## config.mk

```make
export PLATFORM = sky130hd
export DESIGN_NAME = control_fsm
export DESIGN_NICKNAME = d
export VERILOG_FILES = /design/src/rtl/control_fsm.sv
export SDC_FILE = /design/constraint.sdc
export NUM_CORES = 1
export LEC_CHECK = 0
export CORE_MARGIN = 2
export CORE_UTILIZATION = 30
export CTS_CLUSTER_DIAMETER = 200
export CTS_CLUSTER_SIZE = 8
export DETAILED_ROUTE_END_ITERATION = 16
export PLACE_DENSITY = 0.59
export SETUP_SLACK_MARGIN = 0.3
export SYNTH_ARGS = -nofsm -noshare
export SYNTH_HDL_FRONTEND = slang
export SYNTH_SLANG_ARGS = --single-unit
```

## constraint.sdc

```tcl
create_clock -name clock -period 1.8 [get_ports clock]
set_input_delay 0.27 -clock clock [delete_from_list [all_inputs] [get_ports clock]]
set_output_delay 0.27 -clock clock [all_outputs]
set_load 0.05 [all_outputs]
```

## src/rtl/control_fsm.sv

```systemverilog
`default_nettype none
// ============================================================================
// Module  : control_fsm
// Purpose : Multicycle control sequencer for the 16-bit CPU datapath.
// Rev     : 1.0  initial release
// ============================================================================
module control_fsm #(
    parameter int RET_W = 16
) (
    input  logic             clock,
    input  logic             reset,
    input  logic [3:0]       op,
    input  logic [2:0]       funk,
    input  logic             mem_ready,
    output logic             PCWrite,
    output logic             PCWriteCond,
    output logic             BranchNe,
    output logic             IorD,
    output logic             MemRead,
    output logic             MemWrite,
    output logic             IRWrite,
    output logic             RegWrite,
    output logic [1:0]       RegDst,
    output logic [1:0]       MemtoReg,
    output logic             ALUSrcA,
    output logic [1:0]       ALUSrcB,
    output logic [2:0]       ALUOp,
    output logic [1:0]       PCSource,
    output logic             halted,
    output logic             illegal,
    output logic [3:0]       state,
    output logic [RET_W-1:0] retired
);

    typedef enum logic [3:0] {
        S_FETCH  = 4'd0,
        S_DECODE = 4'd1,
        S_MADDR  = 4'd2,
        S_MRD    = 4'd3,
        S_MWB    = 4'd4,
        S_MWR    = 4'd5,
        S_EXR    = 4'd6,
        S_RWB    = 4'd7,
        S_EXI    = 4'd8,
        S_IWB    = 4'd9,
        S_BR     = 4'd10,
        S_JMP    = 4'd11,
        S_HALT   = 4'd12,
        S_ILL    = 4'd13
    } state_t;

    state_t cur_state;
    state_t nxt_state;
    logic   is_sw;
    logic   is_bne;
    logic   is_jal;
    logic   retire;

    // Instruction flavour flags are captured in DECODE so later states never read op.
    always_ff @(posedge clock or posedge reset) begin
        if (reset) begin
            cur_state <= S_FETCH;
            retired   <= '0;
            is_sw     <= 1'b0;
            is_bne    <= 1'b0;
            is_jal    <= 1'b0;
        end else begin
            cur_state <= nxt_state;
            if (cur_state == S_DECODE) begin
                is_sw  <= (op == 4'h3);
                is_bne <= (op == 4'h5);
                is_jal <= (op == 4'h7);
            end
            if (retire) begin
                retired <= retired + RET_W'(1);
            end
        end
    end

    assign state   = cur_state;
    assign halted  = (cur_state == S_HALT);
    assign illegal = (cur_state == S_ILL);

    always_comb begin
        nxt_state   = cur_state;
        retire      = 1'b0;
        PCWrite     = 1'b0;
        PCWriteCond = 1'b0;
        BranchNe    = 1'b0;
        IorD        = 1'b0;
        MemRead     = 1'b0;
        MemWrite    = 1'b0;
        IRWrite     = 1'b0;
        RegWrite    = 1'b0;
        RegDst      = 2'b00;
        MemtoReg    = 2'b00;
        ALUSrcA     = 1'b0;
        ALUSrcB     = 2'b00;
        ALUOp       = 3'b000;
        PCSource    = 2'b00;
        case (cur_state)
            S_FETCH: begin
                MemRead = 1'b1;
                ALUSrcB = 2'b01;
                // The PC/IR loads are gated off while reset is held so nothing commits.
                IRWrite = mem_ready & ~reset;
                PCWrite = mem_ready & ~reset;
                if (mem_ready) begin
                    nxt_state = S_DECODE;
                end
            end
            S_DECODE: begin
                ALUSrcB = 2'b11;
                case (op)
                    4'h0:       nxt_state = (funk == 3'd7) ? S_ILL : S_EXR;
                    4'h1:       nxt_state = S_EXI;
                    4'h2, 4'h3: nxt_state = S_MADDR;
                    4'h4, 4'h5: nxt_state = S_BR;
                    4'h6, 4'h7: nxt_state = S_JMP;
                    4'hF:       nxt_state = S_HALT;
                    default:    nxt_state = S_ILL;
                endcase
            end
            S_MADDR: begin
                ALUSrcA   = 1'b1;
                ALUSrcB   = 2'b10;
                nxt_state = is_sw ? S_MWR : S_MRD;
            end
            S_MRD: begin
                MemRead = 1'b1;
                IorD    = 1'b1;
                if (mem_ready) begin
                    nxt_state = S_MWB;
                end
            end
            S_MWB: begin
                RegWrite  = 1'b1;
                MemtoReg  = 2'b01;
                nxt_state = S_FETCH;
                retire    = 1'b1;
            end
            S_MWR: begin
                MemWrite = 1'b1;
                IorD     = 1'b1;
                if (mem_ready) begin
                    nxt_state = S_FETCH;
                    retire    = 1'b1;
                end
            end
            S_EXR: begin
                ALUSrcA   = 1'b1;
                ALUOp     = funk;
                nxt_state = S_RWB;
            end
            S_RWB: begin
                RegWrite  = 1'b1;
                RegDst    = 2'b01;
                nxt_state = S_FETCH;
                retire    = 1'b1;
            end
            S_EXI: begin
                ALUSrcA   = 1'b1;
                ALUSrcB   = 2'b10;
                nxt_state = S_IWB;
            end
            S_IWB: begin
                RegWrite  = 1'b1;
                nxt_state = S_FETCH;
                retire    = 1'b1;
            end
            S_BR: begin
                ALUSrcA     = 1'b1;
                ALUOp       = 3'b001;
                PCWriteCond = 1'b1;
                PCSource    = 2'b01;
                BranchNe    = is_bne;
                nxt_state   = S_FETCH;
                retire      = 1'b1;
            end
            S_JMP: begin
                PCWrite   = 1'b1;
                PCSource  = 2'b10;
                if (is_jal) begin
                    RegWrite = 1'b1;
                    RegDst   = 2'b10;
                    MemtoReg = 2'b10;
                end
                nxt_state = S_FETCH;
                retire    = 1'b1;
            end
            S_HALT:  nxt_state = S_HALT;
            S_ILL:   nxt_state = S_ILL;
            default: nxt_state = S_FETCH;
        endcase
    end

endmodule
`default_nettype wire

```

==> metrics.md <==
| Metric | Value |
|---|---|
| Clk pin slew, worst setup/hold paths | about 80 ps |
| Avg Cell Area, Syn | between 8 and 9 sq um |
| Final period utilization | between 90 and 100% |
| Hold slack | 427 ps |
| Startpoint types | register |
| Max Cap Viol | 0 |
| Total wire length | between 4000 and 5000 um |
| Via density | 4.90 |
| Main combinational cell family by area after synthesis | simple AND/OR/NAND/NOR gates |
| DP HPWL | roughly 3200 um |
| Final ANT Viol Nets | 0 |
| DR vias | 1611 |
| Synth Area in Compound Gates | 14.0% |
| Synth Area in Simple Gates | 30.9% |
| Leading area contributor after synthesis | dfrtp_1 |
| Overflow after GRT | 0 |
| Die W | around 74 um |
| Final Skew | between 3 and 4 ps |
| Syn_nets | roughly 190 |
| Power per cell area | ~1900 nW/um^2 |
| Max Clock Freq | between 500 and 600 MHz |
| Global-route wire length before repair | between 7000 and 8000 um |
| Worst rel slew slack | about 78% |
| Commonest non-fill, non-tap cell in the layout | buf_4 |
| Final Hold Viols | 0 |
| Core area | roughly 4800 sq um |
| Buffers on Ports | approximately 50 |
| Post-synthesis cell count | about 180 |
| Area Growth Syn to Fin | 109% |
| Iter 0 DRT Violations | between 50 and 60 |
| Die area | 5540 sq um |
| Crit-path slowest cell | dfrtp_2 |
| Final setup viols | 0 |
| Clk sink count | 23 |
| Status | completed |
| Adder-Cell Fraction of Synth Area | less than 1% |
| CP arrival | between 1500 and 2000 ps |
| DRC viols | 0 |
| Ports | 52 |
| CTS Buf Count | 3 |
| Diodes inserted | 0 |
| VDD IR max | 0.00122 V |
| CTS tree | done |
| Fillers | approximately 380 |
| Placed cell count | roughly 310 |
| Critical path required time | 1530 ps |
| CTS Buffer Depth | 2 |
| Total GRT Usage | 17.3% |
| H-tree levels | 1 |
| Max-slew violation count | 0 |
| CP Capture Type | primary output |
| Root Buffer | clkbuf_8 |
| Most frequent cells in the layout | buf_4 (43), buf_12 (29), nand2_1 (18), dfrtp_2 (15), buf_6 (12) |
| Share of Yosys cell area claimed by the top area cell type | between 30% and 40% |
| Sequential element share of the synthesized area | between 30% and 40% |
| Crit-path cells | buf_12 > nand2b_4 > a21oi_2 > a21oi_2 > nor2_4 > buf_12 |
| Largest net degree at the start of global routing | 24 |
| Yosys cell types | 39 |
| Reg2Reg Setup Slack | 40 ps |
| Minimum clock period | 1780 ps |
| Final nets | about 270 |
| Worst Tran Pin Value | about 330 ps |
| Post-route design area | about 3100 sq um |
| Initial antenna violation count | 0 |
| Placed Area | between 2000 and 3000 sq um |
| CP max stage delay | roughly 500 ps |
| Mapped Area | roughly 1500 sq um |
| Share of cells above drive strength 1 | 59.9% |
| TritonRoute pass-1 iters | 4 |
| WS Path Type | register to primary output |
| Critical path peak fanout | 6 |
| CTS hold repair buffers | 0 |
| Fin util | approximately two thirds |
| Starting Density | a little under a third |
| Leakage power | 0.00127 uW |
| Yosys warns | 0 |
| Unrepaired setup endpoints after global routing | true |
| Xor/xnor share of the synthesized area | between 10% and 20% |
| Worst min path class | input pin to async pin |
| Non-filler instance count after layout | roughly 330 |
| Synth top area cells | dfrtp_1 (39%), nand2_1 (4.8%), xnor2_1 (4.7%) |
| Vias in the first global route | roughly 1500 |
| Placement Rows | 25 |
| TNS Setup | 0 ps |
| Global placement routability congestion | just over 0.8 |
| DIE HEIGHT | roughly 74 um |
| Mux cell area share after synthesis | 0% |
| Synth Register Bits | 23 |
| Clock Latency Late Sink | ~260 ps |
| DR WL/cell | around 14 um |
## area by class of cell
| cell class | instances | area (sq um) | share of cell area (%) |
|---|---|---|---|
| clock inverter | 1 | 5.00 | 0.161 |
| inverter | 5 | 23.8 | 0.763 |
| sequential | 23 | 594 | 19.1 |
| timing repair buffer | 95 | 1190 | 38.2 |
| clock buffer | 3 | 41.3 | 1.33 |
| tap | 67 | 83.8 | 2.69 |
| multi-input combinational | 135 | 1180 | 37.8 |
## cell usage after synthesis (all sizes together)
| master | n |
|---|---|
| nand4 | 5 |
| o21ai | 4 |
| a21oi | 10 |
| nor4bb | 1 |
| a22oi | 1 |
| nand2b | 6 |
| and4 | 1 |
| xor2 | 8 |
| xnor2 | 9 |
| o31ai | 3 |
| a31oi | 3 |
| a211o | 2 |
| a41o | 1 |
| inv | 4 |
| and3 | 7 |
| nor4b | 1 |
| nand3b | 1 |
| clkinv | 1 |
| dfrtp | 23 |
| or4 | 1 |
| clkbuf | 5 |
| nand3 | 4 |
| a32oi | 1 |
| ha | 1 |
| buf | 7 |
| nor2b | 6 |
| nor3 | 10 |
| o41ai | 1 |
| nor4 | 3 |
| and2 | 3 |
| nor2 | 16 |
| o32ai | 2 |
| nand2 | 19 |
| a211oi | 2 |
| o22ai | 2 |
| or3 | 1 |
## through the flow
step / setup slack, ps / power [uW]
CTS: 43.4 / 5750
floorplan: -87.7 / 3200
detailed placement: -124 / 4800
global route: -24.3 / 6260
finish: 24.1 / 5950
global placement: -114 / 4780
## worst paths after layout
check,start,to,cells past startpoint
min reg2reg,retired[12],retired[12],1
min in group clock,retired[12],retired[12],1
max,state[1],ALUSrcB[1],6
max reg2reg,state[3],retired[9],6
min,reset,retired[15],3
max in group asynchronous,reset,retired[3],3
## cell families after synthesis
group,Yosys count
DFF,23
xor gates and xnor gates,17
adders and majority gates,1
buffers and inverters,17
and+or+nand+nor,85
AOI/OAI and AO/OA,32
## power breakdown
part	switching, uW	internal (uW)	leakage, uW	total (uW)
sequential	209	676	0.000251	886
combinational	2480	2260	0.000996	4740
clock	170	155	0.0000255	325
total	2860	3090	0.00127	5950
## state kept, by name, indices dropped and copies added (netlist names)
signal   flops
is_jal       1
state        4
is_bne       1
is_sw        1
retired     16
## critical path, delay by kind of cell (launching register included)
| family | cells | cell delay (ps) |
|---|---|---|
| and+or+nand+nor | 2 | 240 |
| AOI/OAI and AO/OA | 2 | 190 |
| DFF | 1 | 500 |
| buffers and inverters | 2 | 310 |
## routing by layer
layer	track usage [%]	routed length [um]	up-vias
met5	0	0	-
met3	2.98	153	2
met4	1.79	22	0
met1	25.0	2130	779
met2	28.1	2360	35
li1	-	-	795
## timing repair
action | 4_1_cts | 5_1_grt
cloned | 2 | 0
setup endpoints to repair | 42 | 44
resized for setup | 28 | 12
setup buffers | 12 | 4
endpoints found under the hold margin | 0 | 0
pin swaps | 11 | 15
No activity file was read; power rests on OpenSTA's default activity.
